--- src/rtl/dcache_port_arbiter.sv ---
// Single-port dcache arbiter: store-drain writes vs. load reads, fixed latency.
// Ports: clk/resetb, SB_* store head, Lsq_* load req, DCE_* handshakes, Mem_* port.
module dcache_port_arbiter #(
  parameter int WRITE_LAT  = 4,
  parameter int READ_LAT   = 4,
  parameter int STARVE_MAX = 3,
  parameter int TAG_W      = 6
) (
  input  logic             clk,
  input  logic             resetb,
  input  logic             SB_DataValid,
  input  logic [31:0]      SB_AddrDmem,
  input  logic [31:0]      SB_DataDmem,
  input  logic             SB_Full,
  output logic             DCE_WriteBusy,
  output logic             DCE_WriteDone,
  input  logic             Lsq_ReadReq,
  input  logic [31:0]      Lsq_ReadAddr,
  input  logic [TAG_W-1:0] Lsq_ReadTag,
  output logic             DCE_ReadBusy,
  output logic             DCE_ReadDone,
  output logic [31:0]      DCE_ReadData,
  output logic [TAG_W-1:0] DCE_ReadTag,
  input  logic             Cdb_Flush,
  output logic             Mem_En,
  output logic             Mem_We,
  output logic [31:0]      Mem_Addr,
  output logic [31:0]      Mem_WData,
  input  logic [31:0]      Mem_RData
);

  localparam int MAXL = (WRITE_LAT > READ_LAT) ? WRITE_LAT : READ_LAT;
  localparam int CW   = $clog2(MAXL + 1);
  localparam int SW   = $clog2(STARVE_MAX + 1);

  localparam logic [1:0] S_IDLE  = 2'd0;
  localparam logic [1:0] S_WRITE = 2'd1;
  localparam logic [1:0] S_READ  = 2'd2;

  localparam logic [CW-1:0] WCNT = CW'(WRITE_LAT - 1);
  localparam logic [CW-1:0] RCNT = CW'(READ_LAT - 1);
  localparam logic [SW-1:0] SMAX = SW'(STARVE_MAX);

  logic [1:0]    state;
  logic [CW-1:0] cnt;
  logic [SW-1:0] streak;
  logic          killed;

  logic idle;
  logic last;
  logic wgrant;
  logic rgrant;
  logic acc_w;
  logic acc_r;
  logic killed_nx;

  assign idle = (state == S_IDLE);
  assign last = (cnt == '0);

  // Stores win when the buffer is full, loads have had their streak,
  // or there is no load competing.
  assign wgrant = SB_DataValid &
                  (SB_Full | (streak == SMAX) | !Lsq_ReadReq);
  assign rgrant = Lsq_ReadReq & !wgrant;

  assign acc_w = idle & wgrant & !resetb;
  assign acc_r = idle & rgrant & !resetb;

  assign DCE_WriteBusy = !acc_w;
  assign DCE_ReadBusy  = !acc_r;

  // An operation cut short by reset is dropped: no enable, no done.
  assign DCE_WriteDone = (state == S_WRITE) & last & !resetb;
  assign Mem_En = ((state == S_WRITE) | (state == S_READ)) & !resetb;
  assign Mem_We = (state == S_WRITE) & !resetb;

  // A flush in the final read cycle still suppresses the completion.
  assign killed_nx = killed | Cdb_Flush;

  always_ff @(posedge clk) begin
    if (resetb) begin
      state        <= S_IDLE;
      cnt          <= '0;
      streak       <= '0;
      killed       <= 1'b0;
      DCE_ReadDone <= 1'b0;
      DCE_ReadData <= '0;
      DCE_ReadTag  <= '0;
      Mem_Addr     <= '0;
      Mem_WData    <= '0;
    end else begin
      DCE_ReadDone <= 1'b0;
      case (state)
        S_IDLE: begin
          if (wgrant) begin
            Mem_Addr  <= SB_AddrDmem;
            Mem_WData <= SB_DataDmem;
            streak    <= '0;
            cnt       <= WCNT;
            state     <= S_WRITE;
          end else if (rgrant) begin
            Mem_Addr    <= Lsq_ReadAddr;
            DCE_ReadTag <= Lsq_ReadTag;
            killed      <= Cdb_Flush;
            cnt         <= RCNT;
            state       <= S_READ;
            if (!SB_DataValid)
              streak <= '0;
            else if (streak != SMAX)
              streak <= streak + SW'(1);
          end
        end
        S_WRITE: begin
          if (last)
            state <= S_IDLE;
          else
            cnt <= cnt - CW'(1);
        end
        S_READ: begin
          killed <= killed_nx;
          if (last) begin
            DCE_ReadData <= Mem_RData;
            DCE_ReadDone <= !killed_nx;
            state        <= S_IDLE;
          end else begin
            cnt <= cnt - CW'(1);
          end
        end
        default: state <= S_IDLE;
      endcase
    end
  end

endmodule

--- config.mk ---
export PLATFORM = sky130hd
export DESIGN_NAME = dcache_port_arbiter
export DESIGN_NICKNAME = d
export VERILOG_FILES = /design/src/rtl/dcache_port_arbiter.sv
export SDC_FILE = /design/constraint.sdc
export NUM_CORES = 1
export LEC_CHECK = 0
export CORE_MARGIN = 2
export CORE_UTILIZATION = 41
export DETAILED_ROUTE_END_ITERATION = 8
export PLACE_DENSITY = 0.92
export SLEW_MARGIN = 20
export SYNTH_ARGS = -nofsm -noshare
export SYNTH_HDL_FRONTEND = slang
export SYNTH_SLANG_ARGS = --single-unit
--- constraint.sdc ---
create_clock -name clk -period 3.4 [get_ports clk]
set_clock_uncertainty 0.1 [all_clocks]
set_input_delay 0.51 -clock clk [delete_from_list [all_inputs] [get_ports clk]]
set_output_delay 0.51 -clock clk [all_outputs]
set_load 0.02 [all_outputs]
==> run summary, run 1 <==
The flow ran to the end, and the final reports show no timing, DRC or antenna violations. After the flow finishes, the layout carries non-filler instances totaling 907. 0 antenna diodes ended up in the layout. The proportion of synthesized chip area in sequential cells came out at 0.507. The critical path starts at Lsq_ReadReq. Along the worst path, the maximum fanout reaches 5. The total power is 3200 uW. The warning count from the yosys run is 0.

The startpoint-to-endpoint class of the critical path is input pin to primary output. Across every metal layer, demand over resource in global routing totals 0.221. The sum of negative setup slack is 0 ns. In the routed design, unresolved DRC markers number 0. Measured along the x axis, the die boundary spans 107 um. The ratio of final minimum period to clock period is 0.893. The post-detailed-placement half-perimeter wirelength is around 9900 um. In the final design database the tool counted 913 nets.

The count of final max-slew check failures came out at 0. The number of different library cells used by synthesis comes to 28. The number of nets still failing antenna checks after routing came out at 0. In this run the critical register-to-register path is captured at DCE_ReadData[12]. The clock reaches the later pin of the worst-skew pair after 0.37 ns. The number of antenna violations at the first check in global routing is 0. The die covers ~12,000 sq um. The average vias per placed instance is 5.07. The total number of placement rows came out at 37. TritonCTS built the clock tree. For the worst setup path, the data required time is 2.79 ns. In this run the worst setup path terminates at DCE_WriteBusy. The largest net degree at the start of global routing came out at 80. The cell sitting at the root of the clock tree is a sky130_fd_sc_hd__clkbuf_8. The worst hold margin came out at between 0.3 and 0.4 ns.

In this run the tightest slew margin relative to its limit is 0.302. The quantity of gates resized following cts came out at 0. The first TritonRoute pass finished after 5 iterations. The die height is 107 um. The startpoint identified for the worst register-to-register timing path is cnt[0]. The cell count after synthesis came out at 547.

The post-synthesis net count is 693. The total number of vias is 4,598. The fraction of layout instances using a drive strength above 1 is 0.0337.

The worst hold path belongs to the class flop to flop. The maximum frequency from static timing analysis came out at 329 MHz. The worst setup path is captured at a primary output. At the end of routability-driven placement, the weighted congestion stood at 0.772. The number of top-level pins came out at 248. The static leakage is between 0.002 and 0.003 uW. The minimum period implied by the final worst setup slack came out at 3.04 ns. The effective utilization at floorplan came out at 0.423. The utilization after layout came out at 0.675. The core outline area came out at 10,400 sq um.

IR analysis of the VDD net gives a maximum drop of just under 300 uV. The final count of hold timing violations was 0. The average detailed-routed wire length per instance is 14.6 um. For the worst setup path, the data arrival time is 2.43 ns. The count of cells along the worst register-to-register path is 6. After clock tree synthesis, the clock-pin slew on the worst setup and hold paths is 0.10 ns. The first global-routing pass estimated about 20,000 um of wire. The max-capacitance violation count came out at 0.

The worst-case register-to-register setup slack is 1.23 ns. The via count of the first global-routing pass came out at around 4,400. The sink count of the clock tree came out at roughly 110. In this run the number of H-tree levels came out at 3. The hold buffer count at cts is 0. Summing every instance area after synthesis gives about 4400 sq um. The detailed router's first-iteration violation count is about 290. The sum of overflow across all layers after global routing is 0. The number of placed instances, taps included, is 891. The register bit total from synthesis came out at around 110. The layout overhead on the synthesized area is 59.7%. The transition time at the pin with the least slew margin is 1.04 ns.

The synthesized area per cell is 8.01 sq um. The number of port buffers came out at 247. The worst setup path is launched from an input pin. Wires add up to 13,300 um.

Setup repair after global routing left no endpoint under its margin. The number of buffers added by the clock tree synthesis step came out at 9. In this run the deepest clock path goes through 2 buffers.

The total setup violations reported at the end of the flow is 0. The power density over the cells is 458 nW/um^2. The number of post-CTS setup repair buffers came out at 0.
[metrics by stage]
step | setup slack (ns) | area [sq um]
2_1_floorplan | 1.36 | 4380
3_3_place_gp | 0.380 | 6810
3_5_place_dp | 0.351 | 6810
4_1_cts | 0.351 | 6980
5_1_grt | 0.315 | 7000
6_report | 0.364 | 7000
[Yosys cell counts]
cell	instances	area [sq um]
sky130_fd_sc_hd__nand2_1	195	732
sky130_fd_sc_hd__dfxtp_1	111	2220
sky130_fd_sc_hd__a21oi_1	66	330
sky130_fd_sc_hd__nor2_1	46	173
sky130_fd_sc_hd__a311oi_1	33	289
sky130_fd_sc_hd__clkbuf_1	22	82.6
sky130_fd_sc_hd__buf_2	9	45.0
sky130_fd_sc_hd__buf_6	9	101
sky130_fd_sc_hd__ha_1	6	75.1
sky130_fd_sc_hd__mux2i_1	6	60.1
sky130_fd_sc_hd__inv_1	5	18.8
sky130_fd_sc_hd__nor2b_1	5	31.3
sky130_fd_sc_hd__o21ai_0	5	25.0
sky130_fd_sc_hd__nand2b_1	4	25.0
sky130_fd_sc_hd__and2_1	3	18.8
sky130_fd_sc_hd__buf_4	3	22.5
sky130_fd_sc_hd__nand3_1	3	15.0
sky130_fd_sc_hd__a211oi_1	2	15.0
sky130_fd_sc_hd__a22oi_1	2	15.0
sky130_fd_sc_hd__a31oi_1	2	12.5
sky130_fd_sc_hd__and3_1	2	12.5
sky130_fd_sc_hd__nor4_1	2	12.5
sky130_fd_sc_hd__a21o_1	1	7.51
sky130_fd_sc_hd__buf_1	1	3.75
sky130_fd_sc_hd__nand2_4	1	11.3
sky130_fd_sc_hd__nor3b_1	1	7.51
sky130_fd_sc_hd__o21a_1	1	7.51
sky130_fd_sc_hd__or3b_4	1	11.3
[worst max-delay path: stages]
cell,delay (ns)
sky130_fd_sc_hd__clkdlybuf4s50_1,0.56
sky130_fd_sc_hd__or3b_4,0.44
sky130_fd_sc_hd__and3_1,0.21
sky130_fd_sc_hd__nand2b_1,0.06
sky130_fd_sc_hd__clkdlybuf4s50_1,0.64
[state kept, by name, summed over array words and instances, names as in the netlist]
register / flops
killed: 1
DCE_ReadData: 32
DCE_ReadDone: 1
state: 2
DCE_ReadTag: 6
cnt: 3
Mem_WData: 32
Mem_Addr: 32
streak: 2
[cell usage in the layout, fill, tap and decap left out, types with 3 or more instances in the layout]
cell / Yosys / layout
sky130_fd_sc_hd__o21ai_0: 5 / 5
sky130_fd_sc_hd__buf_4: 3 / 6
sky130_fd_sc_hd__inv_1: 5 / 5
sky130_fd_sc_hd__a21oi_1: 66 / 66
sky130_fd_sc_hd__nor2_1: 46 / 46
sky130_fd_sc_hd__nor2b_1: 5 / 5
sky130_fd_sc_hd__nand2_1: 195 / 195
sky130_fd_sc_hd__ha_1: 6 / 6
sky130_fd_sc_hd__mux2i_1: 6 / 6
sky130_fd_sc_hd__clkdlybuf4s50_1: 0 / 246
sky130_fd_sc_hd__nand2b_1: 4 / 4
sky130_fd_sc_hd__nand3_1: 3 / 3
sky130_fd_sc_hd__a311oi_1: 33 / 33
sky130_fd_sc_hd__dfxtp_1: 111 / 111
sky130_fd_sc_hd__clkbuf_8: 0 / 9
[power breakdown]
group	switching (uW)	internal, uW	total, uW
clock network	461	278	739
registers	68.6	1430	1490
logic	498	471	970
[how the worst min path moves through the flow]
stage,from,to,slack [ns],cells after the start
finish,killed,DCE_ReadDone,0.32,1
global route,killed,DCE_ReadDone,0.35,1
CTS,killed,DCE_ReadDone,0.32,1
detailed placement,killed,DCE_ReadDone,0.31,1
global placement,killed,DCE_ReadDone,0.30,1
floorplan,killed,DCE_ReadDone,0.29,1
[per-layer routing]
layer / track usage / wire [um]
met3: 0.0811 / 1390
met2: 0.414 / 6830
met1: 0.229 / 4830
met4: 0.0678 / 218
met5: 0 / 0
[logic make-up after synthesis]
family                     Yosys count  share of synthesized area
DFF                                111                      0.507
muxes                                6                     0.0137
adders and majority gates            6                     0.0171
buffers and inverters               49                     0.0625
and+or+nand+nor                    263                      0.240
AOI/OAI and AO/OA                  112                      0.160
[area by class of cell]
type / instances / area, sq um
multi-input combinational: 387 / 1890
inverter: 5 / 18.8
clock buffer: 9 / 124
timing repair buffer: 253 / 2520
sequential: 111 / 2220
fill: 844 / 3370
clock inverter: 6 / 53.8
tap: 136 / 170
(Power assumes the default switching activity.)
==> run 2: changes to the inputs <==
--- a/config.mk
+++ b/config.mk
@@ -5,11 +5,12 @@
 export SDC_FILE = /design/constraint.sdc
 export NUM_CORES = 1
 export LEC_CHECK = 0
+export CORE_ASPECT_RATIO = 0.8
 export CORE_MARGIN = 2
 export CORE_UTILIZATION = 41
 export DETAILED_ROUTE_END_ITERATION = 8
 export PLACE_DENSITY = 0.92
-export SLEW_MARGIN = 20
+export SLEW_MARGIN = 5
 export SYNTH_ARGS = -nofsm -noshare
 export SYNTH_HDL_FRONTEND = slang
 export SYNTH_SLANG_ARGS = --single-unit
==> run 2 against run 1 <==
Net effect: sequential power is essentially flat; sequential share of layout area decreased by 0.41 points; register-to-register slack got worse by 0.15 ns; critical path depth unchanged; global-route usage rose by 0.12 points; die area hardly changed; core utilization increased by 1.2 points; highest routed layer unchanged.
==> run summary, run 2 (synthesis gave the netlist of run 1 again) <==
The flow ran to the end, and the final reports show no timing, DRC or antenna violations. The width of the die came out at 120 um (+11%). The via count of the first global-routing pass came out at 4,380 (-0.95%). The top cell types in the final layout, fill and taps aside, are 246 x sky130_fd_sc_hd__clkdlybuf4s50_1, 195 x sky130_fd_sc_hd__nand2_1, 111 x sky130_fd_sc_hd__dfxtp_1. The total number of placement rows came out at 33 (-11%). The startpoint identified for the worst hold timing path is killed. The detailed router's first-iteration violation count came out at 203 (-29%). The post-detailed-placement half-perimeter wirelength was 9880 um (-0.72%). The power density over the cells is 482 nW/um^2 (+5.4%). The number of post-CTS setup repair buffers came out at 0 (unchanged).

The worst endpoint data arrival time is 2.41 ns (-0.02 ns). The die height came out at 96.5 um (-10%). The quantity of gates resized following cts came out at 0 (unchanged). The average detailed-routed wire length per instance was 14.4 um (-1.8%). The hold buffer count at cts was 0 (unchanged). The number of antenna violations at the first check in global routing came out at 0 (unchanged). The total number of vias came out at 4,485 (-2.5%).

The final weighted congestion in routability-driven placement came out at 0.752 (-2.5%). The area growth from synthesis to layout is 61.8%. The number of port buffers is 247 (unchanged).

For hold timing, the worst endpoint is DCE_ReadDone. The count of final max-slew check failures was 0 (unchanged). In this run the critical register-to-register path is captured at Mem_Addr[27]. The routed wire length is 13,100 um (-1.4%). The average vias per placed instance is 4.92 (-2.9%). The worst setup path is captured at a primary output. The H-tree depth is 3 (unchanged). The most common cell after layout, fill and taps aside is sky130_fd_sc_hd__clkdlybuf4s50_1.

The transition time at the pin with the least slew margin is 1.16 ns (+0.118 ns). The clock tree buffer depth is 2 (unchanged). The tree is rooted in a sky130_fd_sc_hd__clkbuf_16. The setup path with the least slack is of type input pin to primary output. The sum of overflow across all layers after global routing came out at 0 (unchanged). The static leakage is 0.00262 uW (+1.0%). Setup repair after global routing left no endpoint under its margin. The sum of negative setup slack came out at 0 ns (unchanged). The number of nets in the finished design is 912 (-0.11%). The number of buffers added by the clock tree synthesis step is 9 (unchanged). The number of nets still failing antenna checks after routing came out at 0 (unchanged). The sink count of the clock tree is 111 (unchanged). The smallest setup slack after layout was 0.382 ns (+0.0175 ns). The core outline area came out at 10,300 sq um (-0.46%).

The full die area is 11,500 sq um (about the same). The final count of hold timing violations came out at 0 (unchanged). The count of cells along the worst register-to-register path came out at 5 (-1). In the final layout, the registers with the most flip-flops are DCE_ReadData (32), Mem_Addr (32), Mem_WData (32).

The DRC violation count after routing is 0 (unchanged). The type of the most critical hold path is flop to flop. The number of top-level pins came out at 248 (unchanged). The insertion delay to the later sink of the worst-skew pair was 0.33 ns (-0.04 ns). The launching point of the worst reg2reg path is streak[0]. The maximum frequency from static timing analysis came out at 331 MHz (+0.58%). The effective utilization at floorplan came to 0.425 (+0.00195). The largest net degree at the start of global routing came out at 60 (-25%). The startpoint type of the worst setup path is an input pin.

The total setup violations reported at the end of the flow came out at 0 (unchanged). The global-route wire length before repair is 20,500 um (-0.40%). The ratio of final minimum period to clock period came to 0.888 (-0.00516). The antenna diode count came to 0 (unchanged).

The total track usage is 0.222 (+0.00121). The minimum period implied by the final worst setup slack is 3.02 ns (-0.0175 ns). The pre-CTS setup slack came out at 0.391 ns (+0.0401 ns). The fraction of layout instances using a drive strength above 1 came to 0.0285 (-0.00519). The cell depth of the worst min-delay path is 1 (unchanged). The worst-case register-to-register setup slack is 1.08 ns (-0.15 ns). TritonCTS built the clock tree. The largest driver fanout on the critical path is 5 (unchanged). The maximum vdd ir drop is 280 uV (-3.9%). The clock-pin slew of the registers on the worst-case setup and hold paths came to 0.07 ns (-0.03 ns).

The number of iterations in the first detailed-routing pass is 4 (-1). The worst relative slew slack is 0.225 (-0.0773). The worst path required time came to 2.79 ns (about the same). The max-capacitance violation count came out at 0 (unchanged).
-- run 2: cell count changes in the layout (fill, tap and decap cells not counted), sizes merged --
cell / before / now
clkbuf: 9 / 12
inv: 8 / 5
clkinvlp: 0 / 2
buf: 7 / 6
clkinv: 3 / 2
-- run 2: power by group --
group          internal [uW]  switching, uW  total (uW)
Sequential              1430           69.3        1500
Combinational            475            497         971
Clock                    501            453         954
-- run 2: worst max-delay path, stage by stage --
cell	delay, ns
sky130_fd_sc_hd__clkdlybuf4s50_1	0.55
sky130_fd_sc_hd__or3b_4	0.44
sky130_fd_sc_hd__and3_1	0.21
sky130_fd_sc_hd__nand2b_1	0.07
sky130_fd_sc_hd__clkdlybuf4s50_1	0.63
-- run 2: per-layer routing --
metal	part of all wire	up-vias	track usage
met5	0	-	0
met4	0.025	0	0.0833
met3	0.084	25	0.0722
met2	0.49	193	0.400
met1	0.40	2021	0.249
li1	-	2246	-
-- run 2: area by class of cell --
| cell class | count | area (sq um) |
|---|---|---|
| inverter | 5 | 18.8 |
| multi-input combinational | 387 | 1890 |
| clock inverter | 4 | 32.5 |
| sequential | 111 | 2220 |
| timing repair buffer | 252 | 2520 |
| tap | 140 | 175 |
| fill | 788 | 3230 |
| clock buffer | 12 | 236 |
-- run 2: how the worst max path moves through the flow --
| stage | from | end | slack [ns] | depth (start not counted) |
|---|---|---|---|---|
| after CTS | Lsq_ReadReq | DCE_WriteBusy | 0.39 | 5 |
| after global placement | Lsq_ReadReq | DCE_WriteBusy | 0.41 | 5 |
| after global routing | Lsq_ReadReq | DCE_WriteBusy | 0.32 | 5 |
| after floorplan | streak[0] | DCE_WriteBusy | 1.36 | 5 |
| after detailed placement | Lsq_ReadReq | DCE_WriteBusy | 0.39 | 5 |
| final | Lsq_ReadReq | DCE_WriteBusy | 0.38 | 5 |
-- run 2: through the flow --
step                hold WS [ns]  total power (uW)  instance area [sq um]  std cells  utilization
global placement           0.318              2460                   6820        895        0.661
CTS                        0.337              3450                   7090        911        0.687
detailed placement         0.323              2500                   6820        895        0.661
floorplan                  0.290              2030                   4380        547            -
finish                     0.338              3420                   7090        911        0.687
global route               0.362              3590                   7090        911        0.687
==> run 3: changes to the inputs <==
--- a/config.mk
+++ b/config.mk
@@ -7,9 +7,9 @@
 export LEC_CHECK = 0
 export CORE_ASPECT_RATIO = 0.8
 export CORE_MARGIN = 2
-export CORE_UTILIZATION = 41
+export CORE_UTILIZATION = 38
 export DETAILED_ROUTE_END_ITERATION = 8
-export PLACE_DENSITY = 0.92
+export PLACE_DENSITY = 0.87
 export SLEW_MARGIN = 5
 export SYNTH_ARGS = -nofsm -noshare
 export SYNTH_HDL_FRONTEND = slang
==> constraint.sdc (replaced) <==
create_clock -name clk -period 3.44 [get_ports clk]
set_clock_uncertainty 0.1 [all_clocks]
set_input_delay 0.516 -clock clk [delete_from_list [all_inputs] [get_ports clk]]
set_output_delay 0.516 -clock clk [all_outputs]
set_load 0.02 [all_outputs]
==> run 3 against run 2 <==
Net effect: die area rose by 7.6%; critical path type unchanged; sequential cell count did not move; register-to-register slack improved by 0.43 ns; hold slack got worse by 0.0072 ns; critical endpoint unchanged; highest routed layer unchanged; combinational power fell by 1%; clock-buffer cell count fell by 1.
==> run summary, run 3 (synthesis gave the netlist of run 1 again) <==
The flow ran to the end, and the final reports show no timing, DRC or antenna violations. The number of iterations in the first detailed-routing pass was 4 (unchanged). In the final layout, the registers with the most flip-flops are DCE_ReadData (32), Mem_Addr (32), Mem_WData (32). The transition time at the pin with the least slew margin came out at 0.613 ns (-0.550 ns). The full die area came out at 12,400 sq um (+7.6%). The standard cell area after detailed placement came out at 6860 sq um (+0.59%). The clock-pin slew of the registers on the worst-case setup and hold paths came out at 0.07 ns (about the same). The number of antenna violations at the first check in global routing is 0 (unchanged). The hold buffer count at cts is 0 (unchanged). The worst endpoint data arrival time came to 2.38 ns (-0.03 ns). Setup repair after global routing left no endpoint under its margin. The worst hold margin is 0.330 ns (-0.00719 ns). STA classifies the critical path startpoint as an input pin. The H-tree depth is 3 (unchanged).

The average detailed-routed wire length per instance came out at 13.7 um (-4.8%). The tree is rooted in a sky130_fd_sc_hd__clkbuf_16. The core outline area is 11,400 sq um (+10%).

The effective utilization at floorplan came out at 0.385 (-0.0397). The power density over the cells is 486 nW/um^2 (+0.71%). The routed wire length came to 12,600 um (-3.6%). The quantity of gates resized following cts came to 0 (unchanged). The global-route wire length before repair came to 19,200 um (-6.5%). TritonCTS built the clock tree. By startpoint and endpoint, the worst setup path is classified as input pin to primary output. The register area is 2220 sq um (unchanged). The count of final max-slew check failures came to 0 (unchanged).

The via count of the first global-routing pass is 4,000 (-8.7%). The static leakage is 0.00266 uW (+1.6%). The sum of overflow across all layers after global routing came to 0 (unchanged). The die height was 100 um (+3.7%). The total track usage was 0.196 (-0.0265).

The worst register-to-register path begins at state[1]. The number of port buffers came to 247 (unchanged). The max-capacitance violation count is 0 (unchanged). The largest net degree at the start of global routing is 55 (-8.3%). The worst setup path is captured at a primary output.

The worst path required time came out at 2.82 ns (+0.03 ns). The antenna diode count is 0 (unchanged). The number of post-CTS setup repair buffers came out at 0 (unchanged). The maximum vdd ir drop came to 284 uV (+1.5%). The maximum frequency from static timing analysis is 334 MHz. The non-filler instance count after layout came out at 923 (+1.3%). The fraction of layout instances using a drive strength above 1 is 0.0361 (+0.00759).

The area of all placed cells without fillers is 7170 sq um (+1.1%). The minimum period implied by the final worst setup slack came out at roughly 3.0 ns. The worst relative slew slack is 0.591 (+0.366). The number of top-level pins is 248 (unchanged).

The total power was 3480 uW (+1.8%). The origin of the worst min-delay path is killed. The ratio of final minimum period to clock period came out at 0.870. The final count of hold timing violations came out at 0 (unchanged).

The sink count of the clock tree was 111 (unchanged). In the layout the commonest cells are 246 x sky130_fd_sc_hd__clkdlybuf4s50_1, 195 x sky130_fd_sc_hd__nand2_1, 111 x sky130_fd_sc_hd__dfxtp_1. The final weighted congestion in routability-driven placement is 0.778 (+3.4%). The library cell used most frequently in the layout, excluding fill and tap cells, is sky130_fd_sc_hd__clkdlybuf4s50_1.

The count of filler cells inserted in the layout is 986 (+25%). The multi-input combinational cell area came to 1890 sq um (unchanged). The detailed router's first-iteration violation count is 114 (-44%).

The sum of negative setup slack is 0 ns (unchanged). The number of nets in the finished design is 916 (+0.44%). Tracing the worst setup path back leads to its startpoint at Lsq_ReadReq. The width of the die is 124 um (+3.7%).

The largest driver fanout on the critical path came out at 5 (unchanged). The worst hold path belongs to the class flop to flop. The DRC violation count after routing came out at 0 (unchanged). The total number of vias is 4,380 (-2.3%). The post-detailed-placement half-perimeter wirelength came to 9230 um (-6.5%). The number of nets still failing antenna checks after routing came out at 0 (unchanged). The clock tree buffer depth is 2 (unchanged).

The number of buffers added by the clock tree synthesis step was 9 (unchanged). The layout overhead on the synthesized area is 63.6%. The total setup violations reported at the end of the flow is 0 (unchanged).

The insertion delay to the later sink of the worst-skew pair is 0.33 ns (about the same). The total number of placement rows came out at 35 (+6.1%). The average vias per placed instance is 4.75 (-3.6%). The number of cells in the design after placement came out at 907 (+1.3%).
[run 3: worst paths after layout]
check	depth (start not counted)	to	slack, ns
worst max-delay path	5	DCE_WriteBusy	0.45
worst min-delay path	1	DCE_ReadDone	0.33
worst max register to register	5	cnt[1]	1.51
worst min register to register	1	DCE_ReadDone	0.33
[run 3: final cells by class]
type	instances	share of cell area
timing repair buffer	256	0.356
clock inverter	5	0.00890
clock buffer	11	0.0339
sequential	111	0.310
tap	148	0.0258
inverter	5	0.00262
multi-input combinational	387	0.263
[run 3: report_power, final]
| group | total (uW) | switching, uW | internal, uW |
|---|---|---|---|
| Clock | 1050 | 463 | 592 |
| Combinational | 958 | 486 | 472 |
| Sequential | 1470 | 61.3 | 1410 |
[run 3: critical path: stages]
cell                              delay (ns)
sky130_fd_sc_hd__clkdlybuf4s50_1        0.53
sky130_fd_sc_hd__or3b_4                 0.43
sky130_fd_sc_hd__and3_1                 0.22
sky130_fd_sc_hd__nand2b_1               0.07
sky130_fd_sc_hd__clkdlybuf4s50_1        0.61
[run 3: layer usage]
| metal | up-vias | track usage | part of all wire |
|---|---|---|---|
| met1 | 1947 | 0.223 | 0.40 |
| met4 | 0 | 0.0614 | 0.015 |
| met3 | 14 | 0.0875 | 0.11 |
| met5 | - | 0 | 0 |
| li1 | 2254 | - | - |
| met2 | 165 | 0.330 | 0.48 |
[run 3: stage by stage]
stage                     worst slack, ns  utilization
final                               0.446        0.630
after global routing                0.387        0.630
after CTS                           0.425        0.630
after detailed placement            0.427        0.603
after global placement              0.431        0.603
after floorplan                      1.39            -
